<file path="config.mk">
export PLATFORM = sky130hd
export DESIGN_NAME = dc_upload
export DESIGN_NICKNAME = d
export VERILOG_FILES = /design/src/rtl/ring_flit_pkg.sv /design/src/rtl/dc_upload_flit_mux.sv /design/src/rtl/dc_upload.sv
export SDC_FILE = /design/constraint.sdc
export NUM_CORES = 1
export LEC_CHECK = 0
export CELL_PAD_IN_SITES_DETAIL_PLACEMENT = 1
export CELL_PAD_IN_SITES_GLOBAL_PLACEMENT = 2
export CORE_MARGIN = 3
export CORE_UTILIZATION = 31
export DETAILED_ROUTE_END_ITERATION = 10
export PLACE_DENSITY_LB_ADDON = 0.2
export SKIP_LAST_GASP = 1
export SLEW_MARGIN = 20
export SYNTH_ARGS = -nofsm -noshare
export SYNTH_HDL_FRONTEND = slang
export SYNTH_HIERARCHICAL = 1
export SYNTH_SLANG_ARGS = --single-unit
</file>
<file path="constraint.sdc">
create_clock -name clk -period 5.5 [get_ports clk]
set_input_delay 0.825 -clock clk [delete_from_list [all_inputs] [get_ports clk]]
set_output_delay 0.825 -clock clk [all_outputs]
set_load 0.1 [all_outputs]
</file>
<file path="src/rtl/ring_flit_pkg.sv">
// rtl/ring_flit_pkg.sv - shared flit width, ctrl encodings and FSM state type for the dc ring ports
package ring_flit_pkg;

    localparam int FLIT_W    = 16;
    localparam int MAX_FLITS = 11;
    localparam int CNT_W     = 4;

    localparam logic [1:0] CTRL_NONE = 2'b00;
    localparam logic [1:0] CTRL_HEAD = 2'b01;
    localparam logic [1:0] CTRL_BODY = 2'b10;
    localparam logic [1:0] CTRL_TAIL = 2'b11;

    typedef enum logic {
        ST_IDLE = 1'b0,
        ST_BUSY = 1'b1
    } flit_state_t;

endpackage

</file>
<file path="src/rtl/dc_upload_flit_mux.sv">
// rtl/dc_upload_flit_mux.sv - picks flit number i_cnt out of the latched message, head flit at the top
module dc_upload_flit_mux #(
    parameter int MAX_FLITS = ring_flit_pkg::MAX_FLITS
) (
    input  logic [ring_flit_pkg::FLIT_W*MAX_FLITS-1:0] i_msg,
    input  logic [ring_flit_pkg::CNT_W-1:0]            i_cnt,
    output logic [ring_flit_pkg::FLIT_W-1:0]           o_flit
);
    import ring_flit_pkg::*;

    always_comb begin
        o_flit = '0;
        for (int i = 0; i < MAX_FLITS; i++) begin
            if (i_cnt == CNT_W'(i)) begin
                o_flit = i_msg[FLIT_W*(MAX_FLITS-i)-1 -: FLIT_W];
            end
        end
    end

endmodule

</file>
<file path="src/rtl/dc_upload.sv">
// rtl/dc_upload.sv - serialises a data-cache message onto the OUT_local FIFO one flit per cycle
// Optional DC_UPLOAD_BACK2BACK_EN: accept the next message on the tail cycle.
module dc_upload #(
    parameter int MAX_FLITS = ring_flit_pkg::MAX_FLITS
) (
    input  logic                                       clk,
    input  logic                                       rst,
    input  logic [ring_flit_pkg::FLIT_W*MAX_FLITS-1:0] dc_flits_in,
    input  logic                                       v_dc_flits_in,
    input  logic [ring_flit_pkg::CNT_W-1:0]            dc_flits_max,
    input  logic                                       out_fifo_full,
    output logic [ring_flit_pkg::FLIT_W-1:0]           dc_flit_out,
    output logic                                       v_dc_flit_out,
    output logic [1:0]                                 dc_ctrl_out,
    output logic                                       dc_upload_state
);
    import ring_flit_pkg::*;

    localparam int                MSG_W    = FLIT_W*MAX_FLITS;
    localparam logic [CNT_W-1:0]  LAST_IDX = CNT_W'(MAX_FLITS-1);

    flit_state_t        r_state;
    flit_state_t        w_state_nxt;
    logic [MSG_W-1:0]   r_msg;
    logic [CNT_W-1:0]   r_max;
    logic [CNT_W-1:0]   r_cnt;
    logic [CNT_W-1:0]   w_max_clamp;
    logic [FLIT_W-1:0]  w_mux_flit;
    logic [FLIT_W-1:0]  w_flit;
    logic [1:0]         w_ctrl;
    logic               w_valid;
    logic               w_busy;
    logic               w_load;
    logic               w_last;

    assign w_max_clamp = (dc_flits_max > LAST_IDX) ? LAST_IDX : dc_flits_max;

    dc_upload_flit_mux #(
        .MAX_FLITS (MAX_FLITS)
    ) u_flit_mux (
        .i_msg  (r_msg),
        .i_cnt  (r_cnt),
        .o_flit (w_mux_flit)
    );

    always_comb begin
        w_state_nxt = r_state;
        w_load      = 1'b0;
        w_busy      = 1'b0;
        w_valid     = 1'b0;
        w_flit      = '0;
        w_ctrl      = CTRL_NONE;
        w_last      = 1'b0;
        case (r_state)
            ST_IDLE: begin
                if (v_dc_flits_in) begin
                    w_load      = 1'b1;
                    w_state_nxt = ST_BUSY;
                end
            end
            ST_BUSY: begin
                w_busy  = 1'b1;
                w_valid = !out_fifo_full;
                w_flit  = w_mux_flit;
                // a single-flit message stays HEAD; its length comes from the command field
                if (r_cnt == '0) begin
                    w_ctrl = CTRL_HEAD;
                end else if (r_cnt == r_max) begin
                    w_ctrl = CTRL_TAIL;
                end else begin
                    w_ctrl = CTRL_BODY;
                end
                w_last = w_valid && (r_cnt == r_max);
                if (w_last) begin
                    w_state_nxt = ST_IDLE;
`ifdef DC_UPLOAD_BACK2BACK_EN
                    // drop busy on the tail cycle so the cache can present its next message now
                    w_busy = 1'b0;
                    if (v_dc_flits_in) begin
                        w_load      = 1'b1;
                        w_state_nxt = ST_BUSY;
                    end
`endif
                end
            end
            default: w_state_nxt = ST_IDLE;
        endcase
    end

    always_ff @(posedge clk or posedge rst) begin
        if (rst) begin
            r_state <= ST_IDLE;
            r_msg   <= '0;
            r_max   <= '0;
            r_cnt   <= '0;
        end else begin
            r_state <= w_state_nxt;
            if (w_load) begin
                r_msg <= dc_flits_in;
                r_max <= w_max_clamp;
                r_cnt <= '0;
            end else if (w_last) begin
                r_cnt <= '0;
            end else if (w_valid) begin
                r_cnt <= r_cnt + 1'b1;
            end
        end
    end

    assign dc_flit_out     = w_flit;
    assign v_dc_flit_out   = w_valid;
    assign dc_ctrl_out     = w_ctrl;
    assign dc_upload_state = w_busy;

endmodule

</file>
==> results of run 1 <==
## per-layer routing
layer  GRT usage, %  up-vias  wire length (um)
li1               -     3015                 -
met3           3.28       22              1380
met5              0        -                31
met1           21.8     3313             12400
met2           28.3      137             14200
met4           3.99        6               275
## state kept, by name, indices dropped and copies added, names as in the netlist
register	count
r_cnt	4
r_max	4
r_msg	176
r_state	1
## cell type report
cell class / instances / area share, %
well taps: 396 / 3.97
repair buffers: 214 / 16.8
clock buffers: 18 / 3.44
clock inverters: 12 / 1.33
multi-input cells: 488 / 36.9
flip-flops and latches: 185 / 37.2
inverters: 10 / 0.331
## kinds of logic after synthesis
kind of cell    after synthesis  share of synthesized area, %
simple gates                144                          7.71
fa+ha+maj                     2                         0.256
flops                       185                          47.3
mux                         214                          30.1
compound gates              124                          8.51
xor+xnor                      4                         0.358
buf+inv                      67                          5.76
## power groups by stage
stage	registers, mW	clock network (mW)	logic (mW)
after floorplan	2.36	0	3.85
after global placement	2.63	0	4.61
after detailed placement	2.64	0	4.65
after CTS	2.63	1.34	4.68
after global routing	2.71	1.40	4.91
final	2.61	1.29	4.62
## layout by cell type, fill, tap and decap left out, types with 8 or more instances in the layout
cell type,count
a221oi_1,10
and2_1,18
and3_1,11
buf_4,25
clkbuf_16,17
clkdlybuf4s50_1,187
dfrtp_1,183
inv_1,8
mux2_2,24
mux2_4,155
mux2i_1,35
nand2_1,45
nand3b_1,13
nor2_1,14
nor2b_1,15
nor3_1,8
o2111ai_1,10
o211ai_1,10
o21ai_0,49
o22ai_1,10
o2bb2ai_1,12
## per-stage QoR
| step | setup WS, ps | std cells | utilization [%] |
|---|---|---|---|
| after floorplan | 1230 | 740 | - |
| after global placement | 1730 | 1293 | 38.5 |
| after detailed placement | 1720 | 1293 | 38.5 |
| after CTS | 1230 | 1323 | 40.5 |
| after global routing | 1120 | 1323 | 40.5 |
| final | 1300 | 1323 | 40.5 |
## worst max-delay path by stage
stage / endpoint / slack, ps / depth (start not counted)
finish: dc_ctrl_out[1] / 1300 / 6
global route: dc_ctrl_out[1] / 1120 / 6
CTS: dc_ctrl_out[1] / 1230 / 6
detailed placement: dc_ctrl_out[1] / 1720 / 6
global placement: dc_ctrl_out[1] / 1730 / 6
floorplan: dc_ctrl_out[0] / 1230 / 2
==> flow_summary.ini, run 1 <==
[clock_network]
cts_resized = 0
root_buffer = clkbuf_16
htreeDepth = 4
cts_tree = done
path_clk_slew_ps = 70
numCtsBuffers = 17
cts.sinks = 185
ctsHoldBuffers = 0
clock_latency_ps = 430
cts_setup_buffers = 0
clockBufferDepth = 2

[hold_path]
holdPathStages = 1
whs_endpoint = r_msg[70]$_DFFE_PP0P_
hold_start = r_msg[70]$_DFFE_PP0P_
hp-class = reg2reg

[cells_and_area]
areaGrowthSynthToFinish_pct = 27.4
multiInputGateArea_sq_mm = 0.00461
design_area_sq_mm = 0.0125
nets = 1102
layout-drive-gt1-share_pct = 26.4
seq_area_sq_mm = 0.00463
diodes = 0
fillers = 3212

[worst_setup_path]
r2r_cells = 3
reg2reg_slack_ps = 3210
crit_arrival_ps = 3380
crit_fanout = 55
critPathRequiredTime_ps = 4680
path_class = reg2out
crit_chain = buf_4, inv_1, ha_1, nand2_1, and2_1, clkdlybuf4s50_1
crit_start = r_cnt[0]$_DFFE_PP0P_
slowest_delay_ps = 1130
cp-start-kind = flip-flop
cpMaxStageDelayCell = clkdlybuf4s50_1
critPathTopFamily = buffers and inverters
endpoint_kind = primary output
r2r-start = r_state$_DFF_PP0_
critPathBufInv = 3
reg2reg_to = r_msg[86]$_DFFE_PP0P_

[flow_run]
max_cap_viol_count = 0

[place]
placed_area_sq_mm = 0.0119
hpwl_um = 19600
place_congestion = 0.748
port_buffers = 203

[synthesis]
async_flop_share_pct = 100
synth_edf_count = 0
yosysUniqueCellTypes = 48
netlist_area_sq_mm = 0.00979
synthTopCellsByArea = dfrtp_1 (47%), mux2_4 (24%), mux2i_1 (3.6%)
synth_top_area_share_pct = 47.3
syn_avg_cell_area_sq_um = 13.2
mappedNetlistNets = 926
synth_common_cells = dfrtp_1 (185), mux2_4 (155), o21ai_0 (49)
synth_seq_area_share_pct = 47.3
syn_inst = 740
synth_flop_cell = dfrtp_1
ys_seq_elements = 185
ys_warn_count = 6
yosysMostFrequentCell = dfrtp_1
synth_top_area_cell = dfrtp_1

[drt]
wl_per_cell_um = 21.4
drt_iter0_markers = 303
num_vias = 6493
vias_per_cell = 4.91
drc = 0
first_pass_iters = 4
routed_wirelength_um = 28300
drtAntennaViolNets = 0

[grt]
grt_first_pass_wirelength_um = 42700
grt_max_degree = 127
grt_util_all_layers_pct = 16.6
grt-ovfl-total = 0
grt_pass1_vias = 7199
antenna_found_initial = 3

[sta]
worst_slew_pin_slew_ps = 987
relSlewSlack_pct = 34.2
slew_violations = 0
setup_viol = 0
hold_violations = 0
clock_skew_ps = 10.9
fmax_ghz = 0.238
min_period_over_period_pct = 76.4
hold_ws_ps = 506
min_period_ps = 4200
setup_tns_ps = 0
rsz0062_at_grt = no

[power]
power_frac_clock_pct = 15.2
p_leak_nw = 5.28
vdd_drop_max_v = 0.000700
p_int_mw = 4.76
pwr-share-seq_pct = 30.6
power_mw = 8.53
p_per_area_mw_per_mm2 = 684
comb_power_share_pct = 54.2
power_switching_mw = 3.77
swShare_pct = 44.2

[die]
io_pins = 204
die_area_sq_mm = 0.0337
rows = 64
coreArea_sq_mm = 0.0308
initial_core_util_pct = 31.8
fp.dieH_um = 184
chipWidth_um = 184

[run_status]
status = completed
Power figures use the tool's default switching activity.
==> inputs of run 2 (changes only) <==
- clock period: 5.5 -> 3.5 ns (I/O delays scaled with it)
==> flow_summary.ini, run 2 (synthesis results as in run 1) <==
[run_status]
status = completed

[grt]
grt_pass1_vias = 7224
grt-ovfl-total = 0
grt_max_degree = 73
grt_util_all_layers_pct = 17.0
grt_first_pass_wirelength_um = 43700
antenna_found_initial = 5

[drt]
routed_wirelength_um = 29100
drtAntennaViolNets = 0
vias_per_cell = 4.94
wl_per_cell_um = 21.7
num_vias = 6626
drc = 0
first_pass_iters = 4
drt_iter0_markers = 362

[clock_network]
htreeDepth = 4
numCtsBuffers = 17
root_buffer = clkbuf_16
cts.sinks = 185
clockBufferDepth = 2
path_clk_slew_ps = 80
clock_latency_ps = 440
cts_tree = done
ctsHoldBuffers = 0

[place]
place_congestion = 0.826
dp_cells = 1306
port_buffers = 203
hpwl_um = 20700

[worst_setup_path]
crit_chain = and2b_1, nand2_2, o2111ai_1, o211ai_1, and2_1, buf_12
cp-start-kind = flip-flop
crit_fanout = 15
cpMaxStageDelayCell = and2b_1
endpoint_kind = primary output
critPathRequiredTime_ps = 2970
slowest_delay_ps = 640
crit_arrival_ps = 2750
path_class = reg2out

[cells_and_area]
layout_common_cells = clkdlybuf4s50_1 (183), dfrtp_1 (183), mux2_4 (155)
areaGrowthSynthToFinish_pct = 31.4
layout-drive-gt1-share_pct = 28.2
top_register = r_msg
largest_register_ffs = 176
fillers = 3147
reg.largest.list = r_msg x176, r_cnt x4, r_max x4
nets = 1116
stdcell_count = 1341

[sta]
rsz0062_at_grt = no
relSlewSlack_pct = 43.0
clock_skew_ps = 9.50
min_period_ps = 3280
worst_slew_pin_slew_ps = 855
setup_viol = 0
hold_violations = 0
setup_tns_ps = 0
fmax_ghz = 0.305
slew_violations = 0
min_period_over_period_pct = 93.7

[flow_run]
max_cap_viol_count = 0

[die]
die_area_sq_mm = 0.0337
coreArea_sq_mm = 0.0308
fp.dieH_um = 184
io_pins = 204
chipWidth_um = 184
rows = 64
initial_core_util_pct = 31.8

[hold_path]
hp-class = in2async

[power]
p_leak_nw = 5.47
vdd_drop_max_v = 0.00139
power_mw = 14.4
p_per_area_mw_per_mm2 = 1120
==> run 2: metal layers <==
layer,routed length (um),global-route usage [%],vias up,share of wire [%]
li1,-,-,3049,-
met1,12900,22.5,3388,44
met2,14400,28.6,156,49
met3,1370,4.00,25,4.7
met4,363,3.87,8,1.2
met5,52,0,-,0.18
==> run 2: path summary, 6_finish.rpt <==
kind | startpoint | to | slack, ps | cells after the start
setup / recovery | r_cnt[3]$_DFFE_PP0P_ | dc_flit_out[1] | 220 | 6
hold / removal | rst | r_msg[131]$_DFFE_PP0P_ | 370 | 2
setup reg to reg | r_state$_DFF_PP0_ | r_msg[32]$_DFFE_PP0P_ | 1150 | 3
hold reg to reg | r_msg[34]$_DFFE_PP0P_ | r_msg[34]$_DFFE_PP0P_ | 510 | 1
max in group asynchronous | rst | r_msg[9]$_DFFE_PP0P_ | 2320 | 4
min in group clk | r_msg[34]$_DFFE_PP0P_ | r_msg[34]$_DFFE_PP0P_ | 510 | 1
==> run 2: final cells by class <==
cell class / count / area, sq um / share of cell area (%)
Antenna cell: 2 / 5.00 / 0.0389
Clock buffer: 18 / 439 / 3.42
Clock inverter: 14 / 195 / 1.52
Inverter: 10 / 41.3 / 0.321
Multi-Input combinational cell: 488 / 4610 / 35.8
Sequential cell: 185 / 4640 / 36.1
Tap cell: 396 / 495 / 3.85
Timing Repair Buffer: 228 / 2440 / 19.0
==> run 2: report_power, final <==
| part | internal, mW | switching [mW] | total, mW |
|---|---|---|---|
| sequential | 3.21 | 0.853 | 4.07 |
| combinational | 3.82 | 4.37 | 8.19 |
| clock | 1.18 | 0.951 | 2.13 |
==> run 2: worst max-delay path, delay by kind of cell, from the launching register on <==
family | cells | cell delay, ps
AND/OR/NAND/NOR | 3 | 1190
flip-flops | 1 | 520
AO/OA/AOI/OAI | 2 | 420
buffers and inverters | 1 | 190
==> run 2: stage by stage <==
stage	area [sq um]	setup WS [ps]	hold slack (ps)	utilization, %
after floorplan	9790	260	474	-
after global placement	12200	547	490	39.6
after detailed placement	12200	594	493	39.6
after CTS	12800	117	363	41.6
after global routing	12900	41.4	377	41.7
final	12900	221	374	41.7
==> run 2: timing repair <==
item / in CTS / in global routing
setup buffers: 0 / 1
gates resized for setup: 0 / 2
setup endpoints to repair: 0 / 7
